$ cat src/rtl/button_conditioner.sv
// -----------------------------------------------------------------------------
// button_conditioner
//
// Cleans up raw push-button / switch pins for synchronous control logic.
// Each channel is an independent chain of:
//   synchronizer -> debouncer -> edge-qualified single pulser (+ auto-repeat)
//
// Parameters
//   CHANNELS     number of independent input channels (>= 1)
//   SYNC_STAGES  flip-flops in each synchronizer chain (>= 2)
//   DEBOUNCE_CNT consecutive disagreeing cycles needed to accept a new level
//   EDGE_MODE    0 = pulse on press (rise), 1 = on release (fall), 2 = both
//   REPEAT_CNT   auto-repeat period while held (0 = off; unused in mode 1)
//
// Ports
//   clk      system clock, all state updates on the rising edge
//   rst      asynchronous, active-low reset
//   press_i  raw asynchronous inputs, active-high, one bit per channel
//   level_o  debounced level per channel (registered)
//   SP_o     one-cycle pulse per qualified event or repeat tick (registered)
//
// There is no combinational path from press_i to any output.
// -----------------------------------------------------------------------------
module button_conditioner #(
  parameter int CHANNELS     = 4,
  parameter int SYNC_STAGES  = 2,
  parameter int DEBOUNCE_CNT = 4,
  parameter int EDGE_MODE    = 0,
  parameter int REPEAT_CNT   = 0
) (
  input  logic                clk,
  input  logic                rst,
  input  logic [CHANNELS-1:0] press_i,
  output logic [CHANNELS-1:0] level_o,
  output logic [CHANNELS-1:0] SP_o
);

  localparam int DW = $clog2(DEBOUNCE_CNT + 1);
  localparam logic [DW-1:0] D_LAST = DW'(DEBOUNCE_CNT - 1);

  // The repeat counter still needs a legal width when auto-repeat is off.
  localparam int RW = (REPEAT_CNT > 0) ? $clog2(REPEAT_CNT + 1) : 1;
  localparam logic [RW-1:0] R_LAST = (REPEAT_CNT > 0) ? RW'(REPEAT_CNT - 1) : '0;

  localparam bit PULSE_RISE = (EDGE_MODE != 1);
  localparam bit PULSE_FALL = (EDGE_MODE != 0);
  localparam bit REP_EN     = (REPEAT_CNT > 0) && (EDGE_MODE != 1);

  for (genvar g = 0; g < CHANNELS; g++) begin : g_ch
    logic [SYNC_STAGES-1:0] sync_q;
    logic [DW-1:0]          dcnt_q;
    logic [RW-1:0]          rcnt_q;
    logic                   level_q;
    logic                   sp_q;
    logic                   s;
    logic                   accept;

    assign s = sync_q[SYNC_STAGES-1];

    // The synchronized input has disagreed with the current level for
    // DEBOUNCE_CNT consecutive cycles: the new level is taken this edge.
    assign accept = (s != level_q) && (dcnt_q == D_LAST);

    always_ff @(posedge clk or negedge rst) begin
      if (!rst) begin
        sync_q  <= '0;
        dcnt_q  <= '0;
        rcnt_q  <= '0;
        level_q <= 1'b0;
        sp_q    <= 1'b0;
      end else begin
        sync_q <= {sync_q[SYNC_STAGES-2:0], press_i[g]};
        sp_q   <= 1'b0;

        // Debounce: any agreeing cycle restarts the count.
        if (s == level_q) begin
          dcnt_q <= '0;
        end else if (accept) begin
          dcnt_q  <= '0;
          level_q <= s;
          sp_q    <= s ? PULSE_RISE : PULSE_FALL;
        end else begin
          dcnt_q <= dcnt_q + DW'(1);
        end

        // Auto-repeat. The counter sits at 0 while released and on the edge
        // the level changes, so a repeat tick can never coincide with an
        // edge pulse; a release also ends the train immediately.
        if (!REP_EN || !level_q || accept) begin
          rcnt_q <= '0;
        end else if (rcnt_q == R_LAST) begin
          rcnt_q <= '0;
          sp_q   <= 1'b1;
        end else begin
          rcnt_q <= rcnt_q + RW'(1);
        end
      end
    end

    assign level_o[g] = level_q;
    assign SP_o[g]    = sp_q;
  end

endmodule

$ cat config.mk
export PLATFORM = sky130hd
export DESIGN_NAME = button_conditioner
export DESIGN_NICKNAME = d
export VERILOG_FILES = /design/src/rtl/button_conditioner.sv
export SDC_FILE = /design/constraint.sdc
export NUM_CORES = 1
export LEC_CHECK = 0
export CAP_MARGIN = 5
export CORE_MARGIN = 2
export CORE_UTILIZATION = 52
export DETAILED_ROUTE_END_ITERATION = 16
export GPL_ROUTABILITY_DRIVEN = 1
export PLACE_DENSITY = 0.81
export SLEW_MARGIN = 20
export SYNTH_ARGS = -nofsm -noshare
export SYNTH_HDL_FRONTEND = slang
export SYNTH_SLANG_ARGS = --single-unit
export TNS_END_PERCENT = 5
$ cat constraint.sdc
create_clock -name clk -period 1.35 [get_ports clk]
set_input_delay 0.3375 -clock clk [delete_from_list [all_inputs] [get_ports clk]]
set_output_delay 0.3375 -clock clk [all_outputs]
set_load 0.01 [all_outputs]
After elaboration in Yosys (flattened, before gate mapping) --
Index checks and enable logic that the tools add are counted.
Storage, ports and cells: flip-flop bits (word level) 28, latch bits 0, bits in writable memories 0, memory bits (read-only) 0, memories kept 0
Cells by class: add/subtract/negate cells 4, multiply operators 0, div/mod/pow operators 0, magnitude comparators 0, equal/unequal tests 12, shift-type cells 0, muxes and demuxes 20, bitwise gates (word level) 4, reductions and logical operators 8
Operators with widths (number):
- $mux W3 | 8
- $add A3 B1 Y3 const B | 4
- $eq A3 B2 Y1 const B | 4
- $mux W1 | 12
- $reduce_and A2 Y1 | 4
- $eq A1 B1 Y1 | 4
- $logic_and A1 B1 Y1 | 4
- $ne A1 B1 Y1 | 4
- $not A1 Y1 | 4

Longest topological paths before layout --
Gate-level depths: netlist of run 1.
depth in word-level cells 4, gate-level depth with buffers 3

Least setup slack after synthesis of run 1 --
Ideal clock, no wire load.
path kind register to register, start point register g_ch[0].dcnt_q[0], end point register g_ch[0].level_q, library setup time 0.128 ns, data arrival time 0.996 ns, path slack 0.227 ns, stages on the path, launching flop included 4, period minus slack after synthesis 1.123 ns, path through dfrtp_1 > ha_1 > nor2b_4 > mux2_1
Between the ends: word-level cells in the longest chain between the ends 3
RTL lines:
- start, declared | line 51 | logic [DW-1:0] dcnt_q;
- start signal, assigned | line 83 | dcnt_q <= dcnt_q + DW'(1);
- $eq A3 B2 Y1 | line 62 | assign accept = (s != level_q) && (dcnt_q == D_LAST);
- $logic_and A1 B1 Y1 | line 62
- $reduce_and A2 Y1 (no line)
- end signal, assigned | line 80 | level_q <= s;
- end, declared | line 53 | logic level_q;
No other way between the ends. A chain may end at the register's enable or synchronous reset.

Worst setup path after layout of run 1 --
start point register g_ch[0].level_q, end point output port level_o[0]
RTL lines:
- end, declared | line 34 | output logic [CHANNELS-1:0] level_o,
No word-level cell between the ends.

==> impl_metrics.yaml, run 1 <==
outcome:
  status: "finished, final reports clean"
setup_path:
  cp_max_fo: 2
  cp_top_family: "flip-flops"
  critPathSlowestCell: "dfrtp_1"
  critical-path-max-stage-delay_ps: 400
  cp_data_arrival_time_ps: 950
  reg2reg_to: "g_ch[0].dcnt_q[0]"
  r2r_cells: 4
  cp_data_required_time_ps: 1010
  startpoint_type: "flop"
  regToRegSetupSlack_ps: 140
  endpoint_kind: "output port"
  path_buf_inv: 1
  timing.rr.start: "g_ch[0].level_q"
  worst-path-stages: 1
  cp-endpoint: "level_o[0]"
  worstSetupStartpoint: "g_ch[0].level_q"
  cp_cell_sequence: "clkdlybuf4s15_1"
  crit_type: "flop to output port"
route:
  initialDrtViolationCount: 3
  final_antenna_net_count: 0
  wire_per_inst_um: 12.3
  post-route-drc-count: 0
  drt_pass1_iterations: 2
  routed_wl_um: 1350
  viasPerCell: 4.97
  vias: 547
yosys:
  ys_types: 13
  syn-num-nets: 78
  synth_mux_area_share_pct: 4.17
  ys_top_cells_by_count: "28 x dfrtp_1, 8 x buf_4"
  ys_seq_elements: 28
  synth_area_leaders: "dfrtp_1 65%, buf_4 5.6%, nor2b_4 5.1%, ha_1 4.6%, nor3b_2 4.6%"
  synthAdderAreaFrac_pct: 4.63
  synth-compound-area-share_pct: 0
  synth_area_um2: 1080
  synth_xor_area_share_pct: 3.24
  synth_top_family_by_area: "simple AND/OR/NAND/NOR gates"
  yosys.area_share.simple_pct: 17.6
  synth_edf_count: 0
  netlist_instances: 68
  yosysTopAreaCellShare_pct: 64.8
  syn_avg_cell_area_um2: 15.9
  ys_warn_count: 0
  seq_area_frac_synth_pct: 64.8
  synthArstFlopShare_pct: 100
  synth_most_common_cell: "dfrtp_1"
  synth-main-ff-cell: "dfrtp_1"
  yosysTopAreaCell: "dfrtp_1"
pwr:
  peakVddDrop_mv: 0.986
  total_power_mw: 2.34
  power_density_nw_per_um2: 1820
  leakage_nw: 0.608
floorplanning:
  io_pins: 14
  std_cell_rows: 16
  coreArea_um2: 1960
  chipWidth_um: 49.6
  start_util_pct: 55.1
  die_y_um: 49.6
  dieArea_um2: 2460
final_layout:
  final_util_pct: 65.5
  finalNetCount: 94
  drive_gt1_share_pct: 28.9
  antennaDiodeCount: 0
  nFillCells: 162
  area_growth_syn_to_layout_pct: 18.9
grt:
  grt_start_max_net_pins: 29
  grt_usage_pct: 13.6
  grt_overflow_total: 0
  grt_pass1_vias: 585
  grt_pass1_wl_um: 2470
  antenna_found_initial: 0
placed_design:
  place_congestion: 0.643
  portBuffers: 13
timing:
  hold_violations: 0
  setup_viol: 0
  finClkSkew_ps: 5.59
  min_period_over_period_pct: 95.2
  drv_slew: 0
  slew_headroom_pct: 73.6
  layout_min_cycle_time_ps: 1290
  worst_pin_slew_ps: 393
  fmax_mhz: 778
hold_path:
  hold_class: "input port to asynchronous set/reset pin"
clock_network:
  cts.path.max_buffers: 2
  htreeDepth: 1
  insertion_delay_ps: 310
  clkSinkCount: 28
  numCtsBuffers: 3
  cts.clk_slew.worst_paths_ps: 140
  cts-root-buf: "clkbuf_4"
  cts_tree: "built"
flow_run:
  maxCapViolCount: 0
==> registers in the layout, indices dropped and copies added (netlist names) <==
register / cells
g_ch.dcnt_q: 12
g_ch.sync_q: 8
g_ch.level_q: 4
g_ch.sp_q: 4
==> worst min path at each step <==
stage | start | to | slack [ps] | depth (start not counted)
floorplan | rst | g_ch[0].dcnt_q[0] | 40 | 0
CTS | rst | g_ch[3].sync_q[1] | 350 | 2
global placement | g_ch[2].sync_q[0] | g_ch[2].sync_q[1] | 340 | 0
finish | rst | g_ch[1].dcnt_q[1] | 360 | 2
detailed placement | g_ch[3].sync_q[0] | g_ch[3].sync_q[1] | 340 | 0
global route | rst | g_ch[1].sync_q[1] | 340 | 2
==> placed cells by master, fill, tap and decap left out <==
cell type	Yosys	routed
ha_1	4	4
buf_4	8	5
nor3b_1	2	2
and3b_2	2	2
dfrtp_1	28	28
xnor2_1	4	4
clkbuf_4	0	3
clkdlybuf4s15_1	0	6
bufinv_16	0	1
nor3_1	4	4
clkbuf_2	0	2
mux2_1	2	2
nor2b_1	2	2
nor3b_2	4	4
clkdlybuf4s50_1	0	5
mux2_2	2	2
nor2b_4	4	4
buf_12	0	1
and3b_1	2	2
==> metrics by stage <==
step | hold slack (ps) | worst slack, ps | std cells | area (um2) | setup TNS [ps]
after floorplan | 41.9 | 227 | 68 | 1080 | 0
after global placement | 335 | 99.6 | 101 | 1200 | 0
after detailed placement | 341 | 89.2 | 101 | 1200 | 0
after CTS | 351 | 1.15 | 109 | 1280 | 0
after global routing | 335 | -6.34 | 110 | 1280 | -6.34
final | 359 | 64.9 | 110 | 1280 | 0
==> what timing repair did <==
item	CTS	global route
setup buffers	4	1
hold buffers	0	0
hold endpoints to repair	0	0
pin swaps	0	0
endpoints found under the setup margin	8	8
gates resized for setup	9	9
==> layer usage <==
layer / wire length [um] / track usage [%]
met4: 23 / 8.33
met1: 555 / 15.1
met3: 56 / 3.03
met2: 715 / 23.6
met5: 0 / 0
==> final cells by class <==
type                       count  area, um2  share of cell area (%)
clock inverter                 1       30.0                    2.34
sequential                    28        701                    54.5
timing repair buffer          19        178                    13.8
clock buffer                   3       22.5                    1.75
tap                           27       33.8                    2.63
multi-input combinational     32        320                    24.9
==> kinds of logic (layout without fill, tap and decap cells) <==
| kind of cell | after synthesis | count (layout) |
|---|---|---|
| flip-flops | 28 | 28 |
| AND/OR/NAND/NOR | 20 | 20 |
| buffers and inverters | 8 | 23 |
| adder cells (fa/ha/maj) | 4 | 4 |
| XOR/XNOR | 4 | 4 |
| multiplexers | 4 | 4 |
==> power breakdown <==
part / leakage [nW] / switching (mW) / total, mW / internal (mW)
clock network: 0.0279 / 0.222 / 0.522 / 0.300
registers: 0.356 / 0.0833 / 1.10 / 1.01
logic: 0.224 / 0.304 / 0.720 / 0.415
(Power assumes the default switching activity.)
==> inputs of run 2 (changes only) <==
- CTS_CLUSTER_SIZE: unset -> 16
==> results of run 2 <==
The final DEF is identical to that of run 1; final timing and power are the same.
==> patch (flow settings as in run 1) <==
`CHANNELS`: 4 -> 8.
--- a/src/rtl/button_conditioner.sv
+++ b/src/rtl/button_conditioner.sv
@@ -22,7 +22,7 @@
 // There is no combinational path from press_i to any output.
 // -----------------------------------------------------------------------------
 module button_conditioner #(
-  parameter int CHANNELS     = 4,
+  parameter int CHANNELS     = 8,
   parameter int SYNC_STAGES  = 2,
   parameter int DEBOUNCE_CNT = 4,
   parameter int EDGE_MODE    = 0,
Ports: changed (resized SP_o, level_o and press_i); port bits go from 14 to 26. No check against the original RTL was run, so the function may have changed too.
==> patch against run 1 <==
Critical path type unchanged. Combinational power increased by 86%. Cell area increased by 93%. Routed wire length is 120% higher. Cell count grew 91%. Worst hold slack got worse by 0.36 ns. Power increased by 91%. First-iteration DRC count rose to 14 times the old value. Worst setup slack got worse by 0.037 ns. Count of clock-buffer cells in the layout is 2 higher. The run now ends with hold timing left. Die area is 90% higher. Sequential cell count grew 28. Core utilization down 3.7 points. Area after synthesis increased by 99%.
==> patch: results (changes against run 1) <==
adder-cell share of the synthesized area: 4.657% (+0.027 points)
gp weighted congestion: 0.6575 (+2.2%)
mux contribution to synthesized area: 4.191% (+0.024 points)
top area cells in the synthesized netlist: dfrtp_1 (65%), buf_4 (5.6%), nor2b_4 (5.1%)
failing checks: hold timing
share of layout cells above drive strength 1: 25.00% (-3.9 points)
r2r startpoint: g_ch[1].dcnt_q[0]
XOR/XNOR Fraction of Synth Area: 3.260% (+0.019 points)
met2 wire len: 1416 um (+98%)
CTS clk-pin slew, worst paths: 0.10 ns (-0.04 ns)
WP data arrival: 0.98 ns (+0.03 ns)
Avg Cell Area, Syn: 15.81 sq um (-0.58%)
vias in the first global route: 1091 (+86%)
number of CTS-inserted buffers: 5 (+2)
largest net degree at the start of global routing: 57 (+97%)
DR WL/cell: 13.94 um (+13%)
worst slack, placed: 0.06803 ns (-0.02118 ns)
I/O Buffers: 25 (+12)
syn nets: 154 (+97%)
Max Fclk: 0.7566 GHz (-2.8%)
sequential share of the synthesized area: 65.19% (+0.38 points)
DRT iter0 DRCs: 42 (+39)
Root Driver: clkbuf_8
routed vias: 1013 (+85%)
Total GRT Usage: 15.39% (+1.8 points)
R2R depth: 3 (-1)
met3 wire len: 118 um (+110%)
number of synthesis warnings: 0 (unchanged)
biggest regs: g_ch.dcnt_q: 24 flops, g_ch.sync_q: 16 flops
cell count after placement: 196 (+94%)
CP peak stage delay: 0.39 ns
status: complete, but fails checks
DR pass1 iterations: 4 (+2)
slew margin rel.: 75.07% (+1.5 points)
Filler Cell Count: 309 (+91%)
Worst R2R End: g_ch[1].level_q
placed standard-cell area: 2357 sq um (+96%)
CTS H-tree lvls: 2 (+1)
Leak: 1.198 nW (+97%)
Metal-1 WL: 1286 um (+130%)
vias per cell: 4.824 (-3.0%)
synth cell count leaders: dfrtp_1 (56), buf_4 (16)
final hold vios: 2 (+2)
Hold Slack: -0.0008030 ns (-0.3603 ns)
patch: changes by cell type in the layout (fill, tap and decap cells not counted), sizes merged, moves of 2 or more:
cell	change
and3b	+4
buf	+2
clkbuf	+2
clkdlybuf4s50	+3
clkinv	+2
dfrtp	+28
dlygate4sd2	+8
ha	+4
mux2	+4
nor2b	+7
nor3	+4
nor3b	+5
xnor2	+4
patch: final cells by class:
class,count,area (sq um),share of cell area [%]
clock buffers,5,68.82,2.782
clock inverters,3,22.52,0.9105
multi-input cells,64,628.1,25.39
flip-flops and latches,56,1401,56.65
well taps,50,62.56,2.529
repair buffers,32,290.3,11.73
patch: routing by layer:
metal	up-vias	track usage, %
li1	482	-
met5	-	0
met4	0	10.75
met3	10	4.112
met1	493	17.83
met2	28	24.76
patch: what timing repair did:
item / CTS / global route
setup endpoints to repair: 16 / 8
gates cloned: 0 / 0
resized for setup: 18 / 8
buffers inserted: 6 / 0
patch: cells by family after synthesis:
logic type	count (synthesis)
xor+xnor	8
buf+inv	16
simple gates	40
flops	56
mux	8
fa+ha+maj	8
patch: worst max path at each step:
stage                      startpoint         endpoint  slack [ns]
floorplan           g_ch[0].dcnt_q[0]  g_ch[0].level_q        0.23
global placement      g_ch[4].level_q       level_o[4]        0.09
detailed placement    g_ch[2].level_q       level_o[2]        0.07
CTS                   g_ch[2].level_q       level_o[2]        0.01
global route          g_ch[1].level_q       level_o[1]       0.002
finish                g_ch[1].level_q       level_o[1]        0.03
patch: power breakdown:
group,switching (mW),internal [mW]
Combinational,0.573,0.763
Clock,0.548,0.373
Sequential,0.191,2.03
Total,1.31,3.17
